==> src/rtl/alu_writeback_unit.sv <==
// ALU write-back unit: buffers ALU result bundles in a small FIFO and
// retires them through one register-file write port plus a HI/LO port.
//
// Handshakes (valid/ready): a bundle transfers on a rising edge where
// res_valid and res_ready are both high; the source holds the bundle
// stable until then. A register write transfers on a rising edge where
// rf_we and rf_ready are both high; while rf_ready is low the pending
// write stays on rf_waddr/rf_wdata unchanged. hi_we/lo_we are one-cycle
// pulses with no back-pressure.
module alu_writeback_unit #(
  parameter int N     = 32,
  parameter int R     = 32,
  parameter int DEPTH = 4,
  localparam int O    = $clog2(R)
) (
  input  logic         clk,
  input  logic         rst,
  input  logic         res_valid,
  output logic         res_ready,
  input  logic [O-1:0] GPR_a_idx,
  input  logic [O-1:0] GPR_b_idx,
  input  logic [O-1:0] GPR_c_idx,
  input  logic [N-1:0] GPR_a_dat,
  input  logic [N-1:0] GPR_b_dat,
  input  logic [N-1:0] GPR_c_dat,
  input  logic         GPR_a_val,
  input  logic         GPR_b_val,
  input  logic         GPR_c_val,
  input  logic [N-1:0] SPR_h_dat,
  input  logic [N-1:0] SPR_l_dat,
  input  logic         SPR_h_val,
  input  logic         SPR_l_val,
  input  logic         SPR_o_val,
  input  logic         SPR_z_val,
  output logic         rf_we,
  output logic [O-1:0] rf_waddr,
  output logic [N-1:0] rf_wdata,
  input  logic         rf_ready,
  output logic         hi_we,
  output logic         lo_we,
  output logic [N-1:0] hi_wdata,
  output logic [N-1:0] lo_wdata,
  output logic         ovf_flag,
  output logic         zero_flag,
  output logic         busy,
  output logic         dbg_state
);

  localparam int AW = $clog2(DEPTH);
  localparam int PW = AW + 1;

  localparam logic ST_IDLE  = 1'b0;
  localparam logic ST_ISSUE = 1'b1;

  typedef struct packed {
    logic [O-1:0] a_idx;
    logic [O-1:0] b_idx;
    logic [O-1:0] c_idx;
    logic [N-1:0] a_dat;
    logic [N-1:0] b_dat;
    logic [N-1:0] c_dat;
    logic [N-1:0] h_dat;
    logic [N-1:0] l_dat;
    logic         h_val;
    logic         l_val;
    logic         o_val;
    logic         z_val;
  } payload_t;

  // Pending mask {c,b,a} is computed once at push time so r0 writes never
  // reach the issue logic.
  typedef struct packed {
    logic [2:0] pend;
    payload_t   pay;
  } entry_t;

  entry_t   mem_q [DEPTH];
  logic [PW-1:0] wr_ptr_q, wr_ptr_d, rd_ptr_q, rd_ptr_d, count;
  logic          state_q, state_d;
  logic [2:0]    mask_q, mask_d;
  logic          first_q, first_d;
  payload_t      cur_q, cur_d;

  entry_t        in_entry, head, nxt;
  logic [AW-1:0] nxt_addr;
  logic          full, empty, any_val, push, pop, issue, done;
  logic [2:0]    sel, mask_after;
  logic [O-1:0]  sel_idx;
  logic [N-1:0]  sel_dat;

  // FIFO status, input packing and the write selection for the entry in service
  always_comb begin
    count     = wr_ptr_q - rd_ptr_q;
    empty     = (count == '0);
    full      = (count == PW'(DEPTH));
    res_ready = !full && !rst;
    any_val   = GPR_a_val | GPR_b_val | GPR_c_val | SPR_h_val | SPR_l_val
              | SPR_o_val | SPR_z_val;
    push      = res_valid && res_ready && any_val;

    in_entry.pend      = {GPR_c_val && (GPR_c_idx != '0),
                          GPR_b_val && (GPR_b_idx != '0),
                          GPR_a_val && (GPR_a_idx != '0)};
    in_entry.pay.a_idx = GPR_a_idx;
    in_entry.pay.b_idx = GPR_b_idx;
    in_entry.pay.c_idx = GPR_c_idx;
    in_entry.pay.a_dat = GPR_a_dat;
    in_entry.pay.b_dat = GPR_b_dat;
    in_entry.pay.c_dat = GPR_c_dat;
    in_entry.pay.h_dat = SPR_h_dat;
    in_entry.pay.l_dat = SPR_l_dat;
    in_entry.pay.h_val = SPR_h_val;
    in_entry.pay.l_val = SPR_l_val;
    in_entry.pay.o_val = SPR_o_val;
    in_entry.pay.z_val = SPR_z_val;

    nxt_addr = rd_ptr_q[AW-1:0] + AW'(1);
    head     = mem_q[rd_ptr_q[AW-1:0]];
    nxt      = mem_q[nxt_addr];

    issue = (state_q == ST_ISSUE);
    sel   = mask_q[0] ? 3'b001 : mask_q[1] ? 3'b010 : mask_q[2] ? 3'b100 : 3'b000;
    case (sel)
      3'b001:  begin sel_idx = cur_q.a_idx; sel_dat = cur_q.a_dat; end
      3'b010:  begin sel_idx = cur_q.b_idx; sel_dat = cur_q.b_dat; end
      3'b100:  begin sel_idx = cur_q.c_idx; sel_dat = cur_q.c_dat; end
      default: begin sel_idx = '0;          sel_dat = '0;          end
    endcase

    rf_we      = issue && (mask_q != 3'b000) && rf_ready;
    rf_waddr   = issue ? sel_idx : '0;
    rf_wdata   = issue ? sel_dat : '0;
    mask_after = rf_we ? (mask_q & ~sel) : mask_q;
    done       = issue && (mask_after == 3'b000);
    pop        = done;

    hi_we     = issue && first_q && cur_q.h_val;
    lo_we     = issue && first_q && cur_q.l_val;
    hi_wdata  = hi_we ? cur_q.h_dat : '0;
    lo_wdata  = lo_we ? cur_q.l_dat : '0;
    ovf_flag  = cur_q.o_val;
    zero_flag = cur_q.z_val;
    busy      = !empty || issue;
    dbg_state = state_q;
  end

  // Next-state: load head from IDLE, retire one GPR write per ready cycle,
  // and chain straight into the next stored entry when one is finished
  always_comb begin
    state_d  = state_q;
    mask_d   = mask_q;
    first_d  = first_q;
    cur_d    = cur_q;
    wr_ptr_d = wr_ptr_q + {{AW{1'b0}}, push};
    rd_ptr_d = rd_ptr_q + {{AW{1'b0}}, pop};
    case (state_q)
      ST_IDLE: begin
        if (!empty) begin
          state_d = ST_ISSUE;
          cur_d   = head.pay;
          mask_d  = head.pend;
          first_d = 1'b1;
        end
      end
      default: begin
        first_d = 1'b0;
        mask_d  = mask_after;
        if (done) begin
          // Only entries already stored count; a same-edge push waits a cycle.
          if (count >= PW'(2)) begin
            cur_d   = nxt.pay;
            mask_d  = nxt.pend;
            first_d = 1'b1;
          end else begin
            state_d = ST_IDLE;
            mask_d  = 3'b000;
          end
        end
      end
    endcase
  end

  // Control state; reset abandons any entry in service
  always_ff @(posedge clk or posedge rst) begin
    if (rst) begin
      state_q  <= ST_IDLE;
      mask_q   <= 3'b000;
      first_q  <= 1'b0;
      cur_q    <= '0;
      wr_ptr_q <= '0;
      rd_ptr_q <= '0;
    end else begin
      state_q  <= state_d;
      mask_q   <= mask_d;
      first_q  <= first_d;
      cur_q    <= cur_d;
      wr_ptr_q <= wr_ptr_d;
      rd_ptr_q <= rd_ptr_d;
    end
  end

  // FIFO storage; validity is tracked purely by the pointers
  always_ff @(posedge clk) begin
    if (push) mem_q[wr_ptr_q[AW-1:0]] <= in_entry;
  end

endmodule

==> config.mk <==
export PLATFORM = sky130hd
export DESIGN_NAME = alu_writeback_unit
export DESIGN_NICKNAME = d
export VERILOG_FILES = /design/src/rtl/alu_writeback_unit.sv
export SDC_FILE = /design/constraint.sdc
export NUM_CORES = 1
export LEC_CHECK = 0
export CAP_MARGIN = 20
export CORE_MARGIN = 4
export CORE_UTILIZATION = 30
export CTS_BUF_LIST = sky130_fd_sc_hd__clkbuf_4 sky130_fd_sc_hd__clkbuf_8
export DETAILED_ROUTE_END_ITERATION = 10
export PLACE_DENSITY = 0.51
export SETUP_SLACK_MARGIN = 0.5
export SKIP_CTS_REPAIR_TIMING = 1
export SYNTH_ARGS = -nofsm -noshare
export SYNTH_HDL_FRONTEND = slang
export SYNTH_SLANG_ARGS = --single-unit
==> constraint.sdc <==
create_clock -name clk -period 18.3 [get_ports clk]
set_input_delay 3.66 -clock clk [delete_from_list [all_inputs] [get_ports clk]]
set_output_delay 3.66 -clock clk [all_outputs]
set_load 0.05 [all_outputs]
==> impl_metrics.py <==
metrics = {
    "sta": {
        "hold_viol": 0,
        "finClkSkew_ns": 0.0393,
        "clock.fmax_mhz": 109,
        "fin_worst_hold_slack_ns": 0.476,
        "final_critical_path_setup_slack_ns": 9.16,
        "maxSlewViolCount": 0,
        "slew-limit-headroom": 0.250,
        "accumulated_negative_setup_slack_ns": 0,
        "setup_violations": 0,
        "period_share": 0.500,
        "worst_slew_pin_slew_ns": 1.12,
        "period_minus_slack_ns": 9.14,
        "unrepaired_setup_endpoints_after_global_routing": "no",
    },
    "drt": {
        "post_drt_wl_per_cell_um": 23.0,
        "first_iter_violations": 1205,
        "totalWireLength_mm": 114,
        "post-route-drc-count": 0,
        "drt_pre_antenna_iters": 6,
        "num_vias": 23800,
        "routed_via_density": 4.82,
        "route.antenna.remaining_nets": 0,
    },
    "power": {
        "p_per_area_mw_per_mm2": 179,
        "part_of_the_power_in_the_clock_network": 0.218,
        "vdd_ir_drop_max_mv": 0.170,
        "power.switching_fraction": 0.379,
        "sw_pwr_mw": 3.48,
        "totalPowerFinal_mw": 9.18,
        "combinationalPowerShare": 0.453,
        "p_int_mw": 5.70,
        "p_seq_frac": 0.329,
        "static-leakage-power_nw": 20.2,
    },
    "status": {
        "status": "complete, no violations",
    },
    "layout": {
        "finish.instance_area_mm2": 0.0512,
        "post_route_cells_drive_above_1_share": 0.175,
        "areaGrowthSynthToFinish_pct": 19.9,
        "num-fill-cells": 13400,
        "final_net_count": 3083,
        "multi_input_area_mm2": 0.0146,
        "seqCellArea_mm2": 0.0266,
        "post-route-util": 0.362,
        "fin_cells": 4940,
    },
    "synthesis": {
        "synth_most_common_cell": "mux2i_1",
        "async_reset_ff_frac": 0.207,
        "synth_warn": 0,
        "ys_seq_elements": 918,
        "yosys-top-cells-area": "edfxtp_1 51%, mux2i_1 21%, dfrtp_1 11%",
        "yosysTopAreaCell": "edfxtp_1",
        "cell_area_synth_mm2": 0.0427,
        "synth_top_cell_area_share": 0.512,
        "instance_count_of_the_mapped_netlist": 2561,
        "ys_top_cells_by_count": "897 x mux2i_1, 728 x edfxtp_1, 190 x dfrtp_1, 187 x inv_1, 185 x mux4_2",
        "yosysSeqAreaShare": 0.623,
        "avgSynthCellArea_um2": 16.7,
        "post_synth_num_cell_types": 38,
        "post_syn_nets": 2753,
        "synth_enable_flop_cells": 728,
        "synth_top_flop_cell": "edfxtp_1",
    },
    "clocking": {
        "cts.clk_slew.worst_paths_ns": 0.06,
        "numCtsBuffers": 166,
        "cts_sinks": 918,
        "cts_root_buffer": "clkbuf_8",
        "clkLatencyLatePin_ns": 0.84,
        "h-tree-depth": 4,
        "cts.path.max_buffers": 3,
        "tritoncts": "built",
    },
    "grt": {
        "grt_max_degree": 157,
        "track_usage": 0.152,
        "first_global_vias": 26200,
        "antenna_found_initial": 41,
        "grt_overflow": 0,
        "grt_first_pass_wirelength_mm": 166,
    },
    "worst_setup_path": {
        "required_ns": 14.64,
        "timing.critical_path.to_type": "output port",
        "worstSetupPathType": "primary input to output port",
        "crit_fanout": 3,
        "worst_setup_path_start_kind": "primary input",
        "arrival_ns": 5.48,
    },
    "place": {
        "detailed_place_hpwl_mm": 68.7,
        "portBuffers": 294,
        "place_worst_setup_slack_ns": 9.15,
        "post_dp_cell_area_mm2": 0.0476,
        "place.detailed.instances": 4611,
        "routability_congestion_estimate_from_global_placement": 0.739,
    },
    "floorplan": {
        "placement_rows": 138,
        "initial_utilization": 0.302,
        "die_w_um": 385,
        "die_footprint_mm2": 0.149,
        "dieHeight_um": 385,
        "io_pins": 295,
        "placeableCoreArea_mm2": 0.142,
    },
    "flow_run": {
        "cap_viol_max_count": 0,
    },
    "hold_path": {
        "worst_hold_path_type": "flip-flop to flip-flop",
    },
}
==> flip-flops by register name (all words and copies together) (netlist names) <==
register,cells
first_q,1
mask_q,3
cur_q,177
dbg_state,1
zero_flag,1
mem_q,728
rd_ptr_q,3
wr_ptr_q,3
ovf_flag,1
==> routing by layer <==
layer,vias to the layer above,wire (µm),part of all wire,track usage
met2,543,56300,0.50,0.262
li1,10700,-,-,-
met4,26,2730,0.024,0.0470
met5,-,159,0.0014,0
met1,12400,46800,0.41,0.181
met3,218,7500,0.066,0.0479
==> cell type report <==
cell class,instances,area share
antenna,15,0.000733
clock buffer,266,0.0617
clock inverter,46,0.00662
inverter,187,0.0139
multi-input combinational,1285,0.286
sequential,918,0.520
tap,1890,0.0462
timing repair buffer,333,0.0654
==> power by group through the flow <==
stage          Combinational (mW)  Sequential, mW  Clock, mW
3_5_place_dp                 4.22            3.07          0
5_1_grt                      4.44            3.08       2.18
6_report                     4.16            3.02       2.00
4_1_cts                      4.23            3.03       2.08
3_3_place_gp                 4.12            3.04          0
2_1_floorplan                3.15            3.04          0
==> cell usage in the layout (no fill, tap or decap), drive strengths merged <==
| cell | synthesis | routed |
|---|---|---|
| mux2i | 897 | 897 |
| edfxtp | 728 | 728 |
| clkdlybuf4s50 | 0 | 294 |
| clkbuf | 59 | 266 |
| dfrtp | 190 | 190 |
| inv | 187 | 189 |
| mux4 | 185 | 185 |
| and2 | 65 | 65 |
| a211oi | 43 | 43 |
| buf | 112 | 39 |
| a221oi | 33 | 33 |
| clkinv | 0 | 33 |
| diode | 0 | 15 |
| nand2 | 11 | 11 |
| nor2 | 10 | 10 |
| clkinvlp | 0 | 7 |
| nor3 | 6 | 6 |
| ha | 5 | 5 |
| bufinv | 0 | 4 |
| o21a | 4 | 4 |
| or4 | 3 | 3 |
| o21ai | 3 | 3 |
| o211ai | 2 | 2 |
| nand3 | 2 | 2 |
| xor2 | 2 | 2 |
| and3 | 2 | 2 |
| nor2b | 2 | 2 |
| xnor3 | 1 | 1 |
| or2 | 1 | 1 |
| nand2b | 1 | 1 |
| a21oi | 1 | 1 |
| a22oi | 1 | 1 |
| o31ai | 1 | 1 |
| nor4 | 1 | 1 |
| o22ai | 1 | 1 |
| a2bb2oi | 1 | 1 |
| fa | 1 | 1 |
==> worst max-delay path, cell delays in order <==
cell	delay, ns
clkdlybuf4s50_1	0.53
inv_1	0.21
nor2_1	0.23
clkdlybuf4s50_1	0.85
==> kinds of logic after synthesis <==
family	after synthesis	synth area share
DFF	918	0.623
xor gates and xnor gates	3	0.000937
and+or+nand+nor	104	0.0140
adders and majority gates	6	0.00193
buffers and inverters	358	0.0363
AOI/OAI and AO/OA	90	0.0165
muxes	1082	0.308
==> final timing paths <==
path                            slack [ns]     endpoint        start  cells after the start
worst max-delay path                  9.16        rf_we     rf_ready                      4
worst min-delay path                  0.48  rd_ptr_q[2]  rd_ptr_q[2]                      1
worst max register to register       12.24   cur_q[140]  rd_ptr_q[0]                     10
worst min register to register        0.48  rd_ptr_q[2]  rd_ptr_q[2]                      1
max in group asynchronous            12.74    cur_q[55]          rst                      4
min in group asynchronous             3.32     cur_q[4]          rst                      2
Power figures use the tool's default switching activity.
